<file path="src/rtl/node_calc_pkg.sv">
// Shared definitions for the neuron compute node: default widths,
// the Q12.4 sample type and the fixed-point reference constants.
package node_calc_pkg;

  localparam int DEF_DATA_W   = 16;
  localparam int DEF_FRAC_W   = 4;
  localparam int DEF_N_INPUTS = 10;
  localparam int DEF_ACC_W    = 32;

  typedef logic signed [15:0] q12_4_t;

  localparam q12_4_t Q_ONE = 16'sh0010;
  localparam q12_4_t Q_MAX = 16'sh7FFF;
  localparam q12_4_t Q_MIN = 16'sh8000;

endpackage

</file>
<file path="src/rtl/node_mac.sv">
// Combinational Q12.4 multiply: full-width product, rescaled by an
// arithmetic shift (floor), then sign-extended to the accumulator width.
module node_mac
  import node_calc_pkg::*;
#(
  parameter int DATA_W = DEF_DATA_W,
  parameter int FRAC_W = DEF_FRAC_W,
  parameter int ACC_W  = DEF_ACC_W
) (
  input  logic signed [DATA_W-1:0] value,
  input  logic signed [DATA_W-1:0] weight,
  output logic signed [ACC_W-1:0]  prod_scaled
);

  logic signed [2*DATA_W-1:0] prod;
  logic signed [2*DATA_W-1:0] prod_shift;

  // Multiply, drop the extra fractional bits toward -inf, resize to ACC_W.
  always_comb begin
    prod        = value * weight;
    prod_shift  = prod >>> FRAC_W;
    prod_scaled = ACC_W'(prod_shift);
  end

endmodule

</file>
<file path="src/rtl/node_calculator.sv">
// Single-neuron node: accumulates N_INPUTS scaled products per frame and
// registers relu(sat(sum)) on the edge that consumes the last pair.
module node_calculator
  import node_calc_pkg::*;
#(
  parameter int DATA_W   = DEF_DATA_W,
  parameter int FRAC_W   = DEF_FRAC_W,
  parameter int N_INPUTS = DEF_N_INPUTS,
  parameter int ACC_W    = DEF_ACC_W
) (
  input  logic                     clk,
  input  logic                     reset,
  input  logic signed [DATA_W-1:0] value,
  input  logic signed [DATA_W-1:0] weight,
  output logic signed [DATA_W-1:0] out,
  output logic                     out_valid
);

  localparam int CNT_W = (N_INPUTS > 1) ? $clog2(N_INPUTS) : 1;
  localparam logic [CNT_W-1:0] LAST_IDX = CNT_W'(N_INPUTS - 1);
  localparam logic signed [ACC_W-1:0] SAT_HI = ACC_W'((64'sd1 <<< (DATA_W - 1)) - 64'sd1);
  localparam logic signed [ACC_W-1:0] SAT_LO = ~SAT_HI;

  // Clamp the wide sum into the representable DATA_W range.
  function automatic logic signed [DATA_W-1:0] sat(input logic signed [ACC_W-1:0] s);
    if (s > SAT_HI)      return DATA_W'(SAT_HI);
    else if (s < SAT_LO) return DATA_W'(SAT_LO);
    else                 return DATA_W'(s);
  endfunction

  // Negative activations are forced to zero.
  function automatic logic signed [DATA_W-1:0] relu(input logic signed [DATA_W-1:0] x);
    return x[DATA_W-1] ? '0 : x;
  endfunction

  logic signed [ACC_W-1:0]  prod_scaled;
  logic signed [ACC_W-1:0]  acc_p0;
  logic signed [ACC_W-1:0]  sum;
  logic signed [DATA_W-1:0] res;
  logic [CNT_W-1:0]         cnt_p0;

  node_mac #(
    .DATA_W (DATA_W),
    .FRAC_W (FRAC_W),
    .ACC_W  (ACC_W)
  ) u_mac (
    .value       (value),
    .weight      (weight),
    .prod_scaled (prod_scaled)
  );

  // Running sum including the pair presented this cycle, and its output form.
  always_comb begin
    sum = acc_p0 + prod_scaled;
    res = relu(sat(sum));
  end

  // ---- stage p0: accumulate; at frame end load the result and restart ----
  // Frame sequencing: accumulate until the last pair, then publish and clear.
  always_ff @(posedge clk or negedge reset) begin
    if (!reset) begin
      acc_p0    <= '0;
      cnt_p0    <= '0;
      out       <= '0;
      out_valid <= 1'b0;
    end else if (cnt_p0 == LAST_IDX) begin
      out       <= res;
      out_valid <= 1'b1;
      acc_p0    <= '0;
      cnt_p0    <= '0;
    end else begin
      acc_p0    <= sum;
      cnt_p0    <= cnt_p0 + 1'b1;
      out_valid <= 1'b0;
    end
  end

endmodule

</file>
<file path="config.mk">
export PLATFORM = sky130hd
export DESIGN_NAME = node_calculator
export DESIGN_NICKNAME = d
export VERILOG_FILES = /design/src/rtl/node_calc_pkg.sv /design/src/rtl/node_mac.sv /design/src/rtl/node_calculator.sv
export SDC_FILE = /design/constraint.sdc
export NUM_CORES = 1
export LEC_CHECK = 0
export BUFFER_PORTS_ARGS = -buffer_cell sky130_fd_sc_hd__buf_2
export CORE_MARGIN = 2
export CORE_UTILIZATION = 55
export DETAILED_ROUTE_END_ITERATION = 10
export GPL_TIMING_DRIVEN = 0
export PLACE_DENSITY = 0.82
export SLEW_MARGIN = 20
export SYNTH_ARGS = -nofsm -noshare
export SYNTH_HDL_FRONTEND = slang
export SYNTH_SLANG_ARGS = --single-unit
</file>
<file path="constraint.sdc">
create_clock -name clk -period 4.1 [get_ports clk]
set_input_delay 0.205 -clock clk [delete_from_list [all_inputs] [get_ports clk]]
set_output_delay 0.205 -clock clk [all_outputs]
set_load 0.02 [all_outputs]
</file>
---- Word level (Yosys, flattened, before mapping) ----
Index checks and enable logic that the tools add are counted.
cells by class
  $add $sub $neg .......................... 2
  multiply operators ...................... 1
  $lt $le $gt $ge ......................... 2
  equality and inequality tests ........... 1
  multiplexer cells ....................... 6
operators with widths
  operator                                                       count
  adder 32 x 28 -> 32 bit                                        1
  > comparator 32 x 16 -> 1 bit (second input constant)          1
  less-than comparator 32 x 16 -> 1 bit (second input constant)  1
  multiplier 16 x 16 -> 32 bit                                   1
  2-to-1 mux 16 bit                                              2
  2-to-1 mux 32 bit                                              1
  2-to-1 mux 15 bit                                              1
  adder 4 x 1 -> 4 bit (second input constant)                   1
  equality test 4 bit (second input constant)                    1
  2-to-1 mux 4 bit                                               1
  2-to-1 mux 1 bit                                               1
storage, ports and cells
  register bits ........................... 53
  output and inout bits ................... 17
  logic and storage cells ................. 16

---- Longest topological paths before layout ----
Gate-level depths: netlist of run 1.
  word-level depth ........................ 6
  gate-level depth with buffers ........... 37
  depth with buffers taken out ............ 35

---- Modules after synthesis ----
A second synthesis of run 1 with hierarchy kept.
second synthesis, totals
  cells, all modules ...................... 1577
  area, all modules ....................... 13877.1 µm²
modules (own cells, without submodules)
  module           instances  cells an instance  area each (µm²)
  node_mac         1          1086               9865.7
  node_calculator  1          491                4011.3

---- Worst setup path before layout of run 1 ----
No wires, ideal clock.
  path type ............................... in2reg
  from .................................... in weight[7]
  to ...................................... reg out[4]
  library setup time ...................... 0.126 ns
  data arrival time ....................... 8.128 ns
  required time ........................... 3.974 ns
  path slack .............................. -4.154 ns
  stages .................................. 36
  buffers on the path ..................... 2
  path through ............................ clkbuf_1 nand2_1 fa_1 inv_1 fa_1 inv_1 fa_1 inv_1 fa_1 fa_1 inv_1 fa_1 inv_1 ha_1 and3_1 o2111a_1 o21ai_1 a2111o_1 nand3_1 nand2_1 o21ai_0 a21o_1 a21oi_1 xnor2_1 ha_1 nand2_1 o211ai_1 o311ai_0 o21ai_1 or2_2 and2_0 o2111a_1 nand4_1 o311a_4 buf_6 a221o_1
between the ends
  cells in the longest elaborated chain, start to end .. 6
RTL lines
  what                                   line                   RTL
  start, declared                        node_calculator.sv:14  input logic signed [DATA_W-1:0] weight,
  multiplier 16 x 16 -> 32 bit (*)       node_mac.sv:20         prod = value * weight;
  adder 32 x 28 -> 32 bit (*)            node_calculator.sv:54  sum = acc_p0 + prod_scaled;
  less-than comparator 32 x 16 -> 1 bit  node_calculator.sv:27  else if (s < SAT_LO) return DATA_W'(SAT_LO);
  2-to-1 mux 16 bit                      node_calculator.sv:27
  2-to-1 mux 16 bit (*)                  node_calculator.sv:26  if (s > SAT_HI) return DATA_W'(SAT_HI);
  2-to-1 mux 15 bit (*)                  node_calculator.sv:33  return x[DATA_W-1] ? '0 : x;
  end signal, assigned                   node_calculator.sv:67  out <= res;
  end, declared                          node_calculator.sv:15  output logic signed [DATA_W-1:0] out,
Mark *: on every way between the ends. The rest lies on a longest branch, timed or not.
A chain may end at the register's enable or synchronous reset.

---- Worst setup path after layout of run 1 ----
  from .................................... in value[5]
  to ...................................... reg out[13]
between the ends
  cells in the longest elaborated chain, start to end .. 6
RTL lines
  what                                   line                   RTL
  start, declared                        node_calculator.sv:13  input logic signed [DATA_W-1:0] value,
  multiplier 16 x 16 -> 32 bit (*)       node_mac.sv:20
  adder 32 x 28 -> 32 bit (*)            node_calculator.sv:54
  less-than comparator 32 x 16 -> 1 bit  node_calculator.sv:27
  2-to-1 mux 16 bit                      node_calculator.sv:27
  2-to-1 mux 16 bit (*)                  node_calculator.sv:26
  2-to-1 mux 15 bit (*)                  node_calculator.sv:33
Marked as above.

==> results of run 1 <==
-- metrics by stage --
| stage | utilization | TNS, ns |
|---|---|---|
| 2_1_floorplan | - | -110.24 |
| 3_3_place_gp | 0.6124 | -150.82 |
| 3_5_place_dp | 0.6125 | -153.46 |
| 4_1_cts | 0.6920 | -122.99 |
| 5_1_grt | 0.7411 | -146.27 |
| 6_report | 0.7413 | -136.09 |
-- registers in the layout, summed over array words and instances (netlist names) --
| signal | cells |
|---|---|
| acc_p0 | 32 |
| cnt_p0 | 4 |
| out | 15 |
| out_valid | 1 |
-- path summary, 6_finish.rpt --
path	to	slack [ns]
min in group clk	cnt_p0[2]	0.51
max reg2reg	out[13]	0.14
min reg2reg	cnt_p0[2]	0.51
max	out[13]	-4.20
min	acc_p0[11]	0.47
max in group asynchronous	acc_p0[4]	3.19
-- layout make-up --
type / count / share of cell area
Multi-Input combinational cell: 1082 / 0.6954
Timing Repair Buffer: 214 / 0.1015
Sequential cell: 52 / 0.07218
Inverter: 302 / 0.06302
Buffer: 46 / 0.03692
Tap cell: 324 / 0.02249
Clock buffer: 5 / 0.006941
Clock inverter: 3 / 0.001249
Antenna cell: 2 / 0.0002776
-- per-layer routing --
metal	vias up	share of wire	track usage
met5	-	0	0
met4	0	0.064	0.1278
met3	228	0.082	0.03493
met2	752	0.49	0.5264
met1	6077	0.36	0.4008
li1	5070	-	-
-- synth_stat cells, types with 15 or more instances --
library cell    n
xnor2_1        45
inv_1         302
dfrtp_1        52
and2_1        136
a21oi_1        58
a21o_1         20
clkbuf_1       39
o21ai_0        23
nor2_1         52
xor2_1         22
ha_1          112
fa_1          263
o21a_1         15
nand2_1       160
-- cells by family (layout without fill, tap and decap cells) --
group,after synthesis,after routing
multiplexers,1,1
AO/OA/AOI/OAI,210,210
flip-flops,52,52
buffers and inverters,352,570
adder cells (fa/ha/maj),375,375
XOR/XNOR,68,68
other,1,3
AND/OR/NAND/NOR,427,427
-- what timing repair did --
item	in CTS	in global routing
setup buffers	96	69
cloned	3	0
gates resized for setup	216	170
setup endpoints to repair	45	45
pin swaps	106	105
endpoints found under the hold margin	52	0
hold buffers	1	0
==> reports/summary.txt, run 1 <==
Post-route setup slack: -4.198 ns
Tcrit/Tclk final: 2.024
Avg WL per Cell: 21.48 um
Fmax: 0.1205 GHz
Max-Cap Viols: 0
Port bufs: 49
Nets: 2112
Worst Path Required: 4.29 ns
Failing checks: negative setup slack
Avg Cell Area, Syn: 9.163 um^2
Pin count of the biggest net entering global routing: 53
Startpoint types: input pin
Core area: 24320 um^2
Synthesized area: 13620 um^2
Cells after synthesis: 1486
Die height: 161.3 um
Layout Skew: 0.008949 ns
Clock transition at the registers of the reported paths: 0.08 ns
First-pass GRT wire length: 63730 um
Critical path buffers and inverters: 8
Reg area: 1301 um^2
Via density per instance: 5.974
DIE AREA: 26030 um^2
Rel. slew slack: 0.4729
Initial Util: 0.5599
Status: finished with violations
CP peak stage delay: 0.56 ns
Mux cell area share after synthesis: 0.0007351
I/O pin cnt: 51
Final hold viol count: 0
Yosys cell types: 75
Compound-Gate Fraction of Synth Area: 0.1122
Setup repair after global routing missed its margin: true
CTS tree: done
Critical path's top delay family: adder cells
Mapped Nets: 1895
Total global routing overflow: 0
Worst Setup SP: value[5]
Async set-or-reset flop fraction in the synthesized netlist: 1.000
Pre-antenna DRT Iters: 5
Worst min path class: in2async
Reg2reg path depth: 14
Worst path depth: 36
Crit path DAT: 8.49 ns
Placed cells: 1859
Adder-cell area share of the yosys netlist: 0.4896
Crit path kind: in2reg
Ys Warns: 0
Vias in the first global route: 12180
Drt initial violations: 1067
Seq/Total Area, Yosys: 0.09556
Antenna violations before repair: 1
Slew Viols, Final: 0
GP Congestion: 0.9419
Dpl ws: -4.946 ns
Crit path max fanout: 7
# rows: 57
Most common cell after layout, fill and taps aside: inv_1
CTS H-Tree Depth: 2
Total track usage: 0.3078
Critical path's slowest cell: fa_1
Most used cell along the critical path: fa_1
Post-DP HPWL: 27980 um
Commonest cells after routing, fill and taps aside: inv_1 (273), fa_1 (247), buf_4 (146)
Fillers: 1421
Final wirelength: 43600 um
Yosys reg bits: 52
Final instance area: 18030 um^2
Top cells by area, synth: fa_1 (39%), ha_1 (10%), dfrtp_1 (9.6%)
P&R area growth vs syn: 32.39%
Cell taking the most area after synthesis: fa_1
Post-route ant nets: 0
Largest family of logic cells by synthesized area: adder cells
Total CTS buffers: 5
Max clock buf depth: 2
Root buffer cell: clkbuf_16
Skew-Pair Late Insertion Delay: 0.31 ns
Worst setup EP type: flop
# DRC: 0
Critical R2R Launch: acc_p0[1]
Slew @ Worst Pin: 0.7898 ns
Number of synthesized flops with an enable pin: 0
Worst Hold Slack: 0.4718 ns
# setup viols final: 45
Synth Area in XOR/XNOR: 0.04484
Share of layout cells above drive strength 1: 0.3134
Post-synth top area share: 0.3867
Fin cells: 2030
Clk sinks: 52
Post-synth top flop: dfrtp_1
Placed instance area: 14900 um^2
Die width: 161.3 um
Synth Area in Simple Gates: 0.1579
Vias: 12130
Fin crit period: 8.298 ns
Multi-input gate area: 12540 um^2
Power of run 1 is left out: the tool's default activity adds up to more than one toggle a clock period on the data nets, which glitch-free logic cannot reach.
==> run 2: changes to the inputs <==
--- a/config.mk
+++ b/config.mk
@@ -8,9 +8,10 @@
 export BUFFER_PORTS_ARGS = -buffer_cell sky130_fd_sc_hd__buf_2
 export CORE_MARGIN = 2
 export CORE_UTILIZATION = 55
+export CTS_BUF_LIST = sky130_fd_sc_hd__clkbuf_8
 export DETAILED_ROUTE_END_ITERATION = 10
 export GPL_TIMING_DRIVEN = 0
-export PLACE_DENSITY = 0.82
+export PLACE_DENSITY = 0.72
 export SLEW_MARGIN = 20
 export SYNTH_ARGS = -nofsm -noshare
 export SYNTH_HDL_FRONTEND = slang
==> run 2 against run 1 <==
The flow still finishes with violations (negative setup slack). Flip-flop and latch count is the same. Clock skew barely moved. Critical path depth rose by 1. Highest routed layer unchanged. Maximum frequency rose by 1.4%. Die area did not move.
==> reports/summary.txt, run 2 (same netlist as run 1, synthesis figures left out) <==
First-pass GRT wire length: 62010 um (-2.7%)
Clock transition at the registers of the reported paths: 0.10 ns (+0.02 ns)
Final wirelength: 39440 um (-9.5%)
Share of layout cells above drive strength 1: 0.2958 (-0.01759)
Fillers: 1613 (+14%)
Pin count of the biggest net entering global routing: 53 (unchanged)
Placed cells: 1859 (unchanged)
Register bank with the most flops: acc_p0
Post-route ant nets: 0 (unchanged)
Crit path DAT: 8.40 ns (-0.09 ns)
# setup viols final: 44 (-2.2%)
Vias in the first global route: 11850 (-2.7%)
Worst setup EP type: flop
Post-route setup slack: -4.087 ns (+0.1115 ns)
Critical path's top delay family: adder cells
Final hold viol count: 0 (unchanged)
Startpoint types: input pin
Most common cell after layout, fill and taps aside: inv_1
Status: finished with violations
Critical path buffers and inverters: 12 (+4)
Clk sinks: 52 (unchanged)
Core area: 24320 um^2 (unchanged)
Via density per instance: 5.648 (-5.4%)
CP peak stage delay: 0.55 ns (about the same)
# DRC: 0 (unchanged)
Reg area: 1301 um^2 (unchanged)
Root buffer cell: clkbuf_8
Setup repair after global routing missed its margin: true
Pre-antenna DRT Iters: 5 (unchanged)
Utilization after layout: 0.7310 (-0.01024)
Slew @ Worst Pin: 0.7198 ns (-0.07001 ns)
P&R area growth vs syn: 30.56%
Layout Skew: 0.008514 ns (-0.0004354 ns)
Multi-input gate area: 12560 um^2 (+0.18%)
Post-DP HPWL: 28250 um (+0.95%)
Crit path kind: in2reg
I/O pin cnt: 51 (unchanged)
Worst Path Required: 4.32 ns (+0.03 ns)
Avg WL per Cell: 19.61 um (-8.7%)
Rel. slew slack: 0.5201 (+0.04721)
Failing checks: negative setup slack
Diodes inserted: 0 (-2)
Drt initial violations: 851 (-20%)
Total track usage: 0.3009 (-0.006900)
Slew Viols, Final: 0 (unchanged)
Port bufs: 49 (unchanged)
Total global routing overflow: 0 (unchanged)
Die width: 161.3 um (unchanged)
Most used cell along the critical path: fa_1
Initial Util: 0.5599 (unchanged)
Crit path max fanout: 7 (unchanged)
Worst min path class: in2async
Max reg flops: 32 (unchanged)
Fmax: 0.1221 GHz (+1.4%)
Fin crit period: 8.187 ns (-0.1115 ns)
Total CTS buffers: 5 (unchanged)
Top flop regs: acc_p0: 32 flops, out: 15 flops, cnt_p0: 4 flops
Skew-Pair Late Insertion Delay: 0.33 ns (+0.02 ns)
Max-Cap Viols: 0 (unchanged)
DIE AREA: 26030 um^2 (unchanged)
Vias: 11360 (-6.3%)
CTS H-Tree Depth: 2 (unchanged)
Critical path's slowest cell: fa_1
Antenna violations before repair: 0 (-1)
Commonest cells after routing, fill and taps aside: inv_1 (284), fa_1 (253), nand2_1 (144)
Max clock buf depth: 2 (unchanged)
Die height: 161.3 um (unchanged)
GP Congestion: 0.8967 (-4.8%)
CTS tree: done
Fin cells: 2011 (-0.94%)
Nets: 2095 (-0.80%)
# rows: 57 (unchanged)
Tcrit/Tclk final: 1.997 (-0.02719)
[run 2: changes by cell type in the layout (fill, tap and decap cells not counted), sizes merged]
cell / before / now
diode: 2 / 0
clkbuf: 36 / 40
buf: 228 / 207
clkinv: 2 / 1
clkinvlp: 0 / 1
[run 2: area by class of cell]
type                            instances  share of cell area
Tap cell                              324             0.02280
Timing Repair Buffer                  197             0.09227
Sequential cell                        52             0.07319
Inverter                              302             0.06390
Clock inverter                          3            0.001126
Multi-Input combinational cell       1082              0.7064
Buffer                                 46             0.03646
Clock buffer                            5            0.003871
[run 2: per-layer routing]
metal  share of wire  up-vias  wire length [um]  GRT usage
met1            0.40     5709             15930     0.4091
met3           0.065      129              2569    0.03852
met2            0.49      492             19180     0.5017
met4           0.045        0              1768     0.1035
met5               0        -                 0          0
li1                -     5029                 -          -
[run 2: metrics by stage]
step | worst slack (ns) | TNS (ns) | cell area, um^2 | hold WS [ns]
after global placement | -4.977 | -154.22 | 14890 | 0.4831
after CTS | -4.011 | -125.68 | 16720 | 0.4765
after detailed placement | -5.065 | -155.77 | 14900 | 0.2875
after global routing | -4.362 | -139.41 | 17780 | 0.5150
final | -4.087 | -129.01 | 17780 | 0.4423
after floorplan | -3.875 | -110.24 | 14240 | -0.09059
[run 2: path summary, 6_finish.rpt]
| path | start | end | slack, ns | cells after the start |
|---|---|---|---|---|
| max | weight[7] | out[5] | -4.09 | 37 |
| min | reset | acc_p0[27] | 0.44 | 2 |
| max reg2reg | acc_p0[0] | out[5] | 0.17 | 14 |
| min reg2reg | cnt_p0[2] | cnt_p0[2] | 0.50 | 1 |
| max in group asynchronous | reset | acc_p0[6] | 3.20 | 2 |
| min in group clk | cnt_p0[2] | cnt_p0[2] | 0.50 | 1 |
[run 2: what timing repair did]
action,in CTS,in global routing
cloned,1,1
setup endpoints to repair,45,45
pin swaps,117,116
hold buffers,1,0
hold endpoints to repair,52,0
resized for setup,208,139
buffers inserted,95,53
Power of run 2 is left out for the same reason.
==> run 3: changes to the inputs <==
--- a/config.mk
+++ b/config.mk
@@ -6,12 +6,12 @@
 export NUM_CORES = 1
 export LEC_CHECK = 0
 export BUFFER_PORTS_ARGS = -buffer_cell sky130_fd_sc_hd__buf_2
-export CORE_MARGIN = 2
+export CORE_MARGIN = 3
 export CORE_UTILIZATION = 55
 export CTS_BUF_LIST = sky130_fd_sc_hd__clkbuf_8
 export DETAILED_ROUTE_END_ITERATION = 10
 export GPL_TIMING_DRIVEN = 0
-export PLACE_DENSITY = 0.72
+export PLACE_DENSITY = 0.71
 export SLEW_MARGIN = 20
 export SYNTH_ARGS = -nofsm -noshare
 export SYNTH_HDL_FRONTEND = slang
==> run 3 against run 2 <==
The run still ends with negative setup slack left. Sequential share of layout area about the same. Die area rose by 2.5%. Via count rose by 0.62%. Maximum frequency decreased by 1.8%. Cell count up 0.65%.
==> reports/summary.txt, run 3 (same netlist as run 1, synthesis figures left out) <==
Rel. slew slack: 0.4187 (-0.1014)
Total CTS buffers: 5 (unchanged)
Skew-Pair Late Insertion Delay: 0.32 ns (about the same)
Pin count of the biggest net entering global routing: 53 (unchanged)
CTS tree: done
First-pass GRT wire length: 61820 um (-0.30%)
Slew @ Worst Pin: 0.8657 ns (+0.1459 ns)
Fin cells: 2024 (+0.65%)
Crit path max fanout: 7 (unchanged)
Avg WL per Cell: 19.88 um (+1.3%)
Pre-antenna DRT Iters: 5 (unchanged)
Commonest cells after routing, fill and taps aside: inv_1 (279), fa_1 (256), buf_4 (147)
Clk sinks: 52 (unchanged)
Startpoint types: input pin
Crit path kind: in2reg
Initial Util: 0.5699 (+0.009998)
Status: finished with violations
Placed instance area: 14890 um^2 (about the same)
# setup viols final: 44 (unchanged)
Clock transition at the registers of the reported paths: 0.12 ns (+0.02 ns)
GP Congestion: 0.9050 (+0.93%)
Worst min path class: in2async
Worst setup EP type: flop
Critical path buffers and inverters: 7 (-5)
GR peak layer: met2
Port bufs: 49 (unchanged)
Max clock buf depth: 2 (unchanged)
Root buffer cell: clkbuf_8
Diodes inserted: 0 (unchanged)
I/O pin cnt: 51 (unchanged)
Placed cells: 1854 (-0.27%)
Share of layout cells above drive strength 1: 0.2991 (+0.003329)
# rows: 56 (-1.8%)
Critical path's slowest cell: fa_2
Post-route setup slack: -4.240 ns (-0.1532 ns)
Register bank with the most flops: acc_p0
Met1 usage: 0.3906 (-0.01849)
Final hold viol count: 0 (unchanged)
Vias in the first global route: 11840 (-0.068%)
GRT met2 Usage: 0.4831 (-0.01861)
Post-DP HPWL: 28470 um (+0.79%)
Post-route ant nets: 0 (unchanged)
Die height: 163.3 um (+1.2%)
Via density per instance: 5.647 (about the same)
Most used cell along the critical path: fa_1
Worst Setup SP: value[8]
P&R area growth vs syn: 31.11%
Final instance area: 17850 um^2 (+0.42%)
Reg2reg path depth: 14 (unchanged)
Crit path DAT: 8.55 ns (+0.15 ns)
Setup repair after global routing missed its margin: true
Worst path depth: 36 (-2.7%)
CTS H-Tree Depth: 2 (unchanged)
Drt initial violations: 791 (-7.1%)
Max-Cap Viols: 0 (unchanged)
Total global routing overflow: 0 (unchanged)
Die width: 163.3 um (+1.2%)
Fmax: 0.1199 GHz (-1.8%)
Total track usage: 0.2925 (-0.008415)
Worst Path Required: 4.31 ns (about the same)
Critical path's top delay family: adder cells
Top flop regs: acc_p0: 32 flops, out: 15 flops, cnt_p0: 4 flops
Final wirelength: 40230 um (+2.0%)
Fin crit period: 8.340 ns (+0.1532 ns)
Critical R2R Launch: acc_p0[0]
Failing checks: negative setup slack
Layout Skew: 0.01297 ns (+0.004453 ns)
Max reg flops: 32 (unchanged)
Nets: 2113 (+0.86%)
DIE AREA: 26680 um^2 (+2.5%)
GR Layer Usage met3: 0.04032 (+0.001804)
# DRC: 0 (unchanged)
Most common cell after layout, fill and taps aside: inv_1
Vias: 11430 (+0.62%)
CP peak stage delay: 0.60 ns (+0.05 ns)
Antenna violations before repair: 0 (unchanged)
Core area: 23890 um^2 (-1.8%)
Tcrit/Tclk final: 2.034 (+0.03736)
Slew Viols, Final: 0 (unchanged)
-- run 3: area by class of cell --
type	instances	area, um^2
buffer	45	658.1
clock buffer	5	68.82
clock inverter	3	25.02
fill	1581	6040
inverter	302	1136
multi-input combinational	1082	12440
sequential	52	1301
tap	319	399.1
timing repair buffer	216	1824
-- run 3: path summary, 6_finish.rpt --
| check | end | slack (ns) |
|---|---|---|
| min in group clk | cnt_p0[2] | 0.51 |
| max | out[4] | -4.24 |
| max reg2reg | out[4] | 0.22 |
| min | acc_p0[26] | 0.46 |
| min reg2reg | cnt_p0[2] | 0.51 |
| max in group asynchronous | acc_p0[11] | 3.18 |
-- run 3: what timing repair did --
item                                   4_1_cts  5_1_grt
pin swaps                                   98       96
cloned                                       1        1
endpoints found under the hold margin       52        0
hold buffers                                 1        0
setup endpoints to repair                   45       45
setup buffers                              101       64
gates resized for setup                    212      142
-- run 3: through the flow --
step,TNS (ns),utilization,worst slack (ns),hold WS [ns]
after CTS,-124.06,0.7013,-3.954,0.4860
after detailed placement,-157.94,0.6232,-5.075,0.2922
after floorplan,-110.24,-,-3.875,-0.09059
after global placement,-156.83,0.6231,-5.047,0.4827
after global routing,-142.44,0.7472,-4.472,0.5267
final,-133.34,0.7472,-4.240,0.4632
-- run 3: per-layer routing --
| metal | part of all wire | vias up | wire length, um |
|---|---|---|---|
| met3 | 0.053 | 129 | 2122 |
| li1 | - | 5064 | - |
| met1 | 0.40 | 5837 | 16110 |
| met4 | 0.052 | 0 | 2081 |
| met5 | 0 | - | 0 |
| met2 | 0.50 | 399 | 19920 |
Power of run 3 is left out for the same reason.
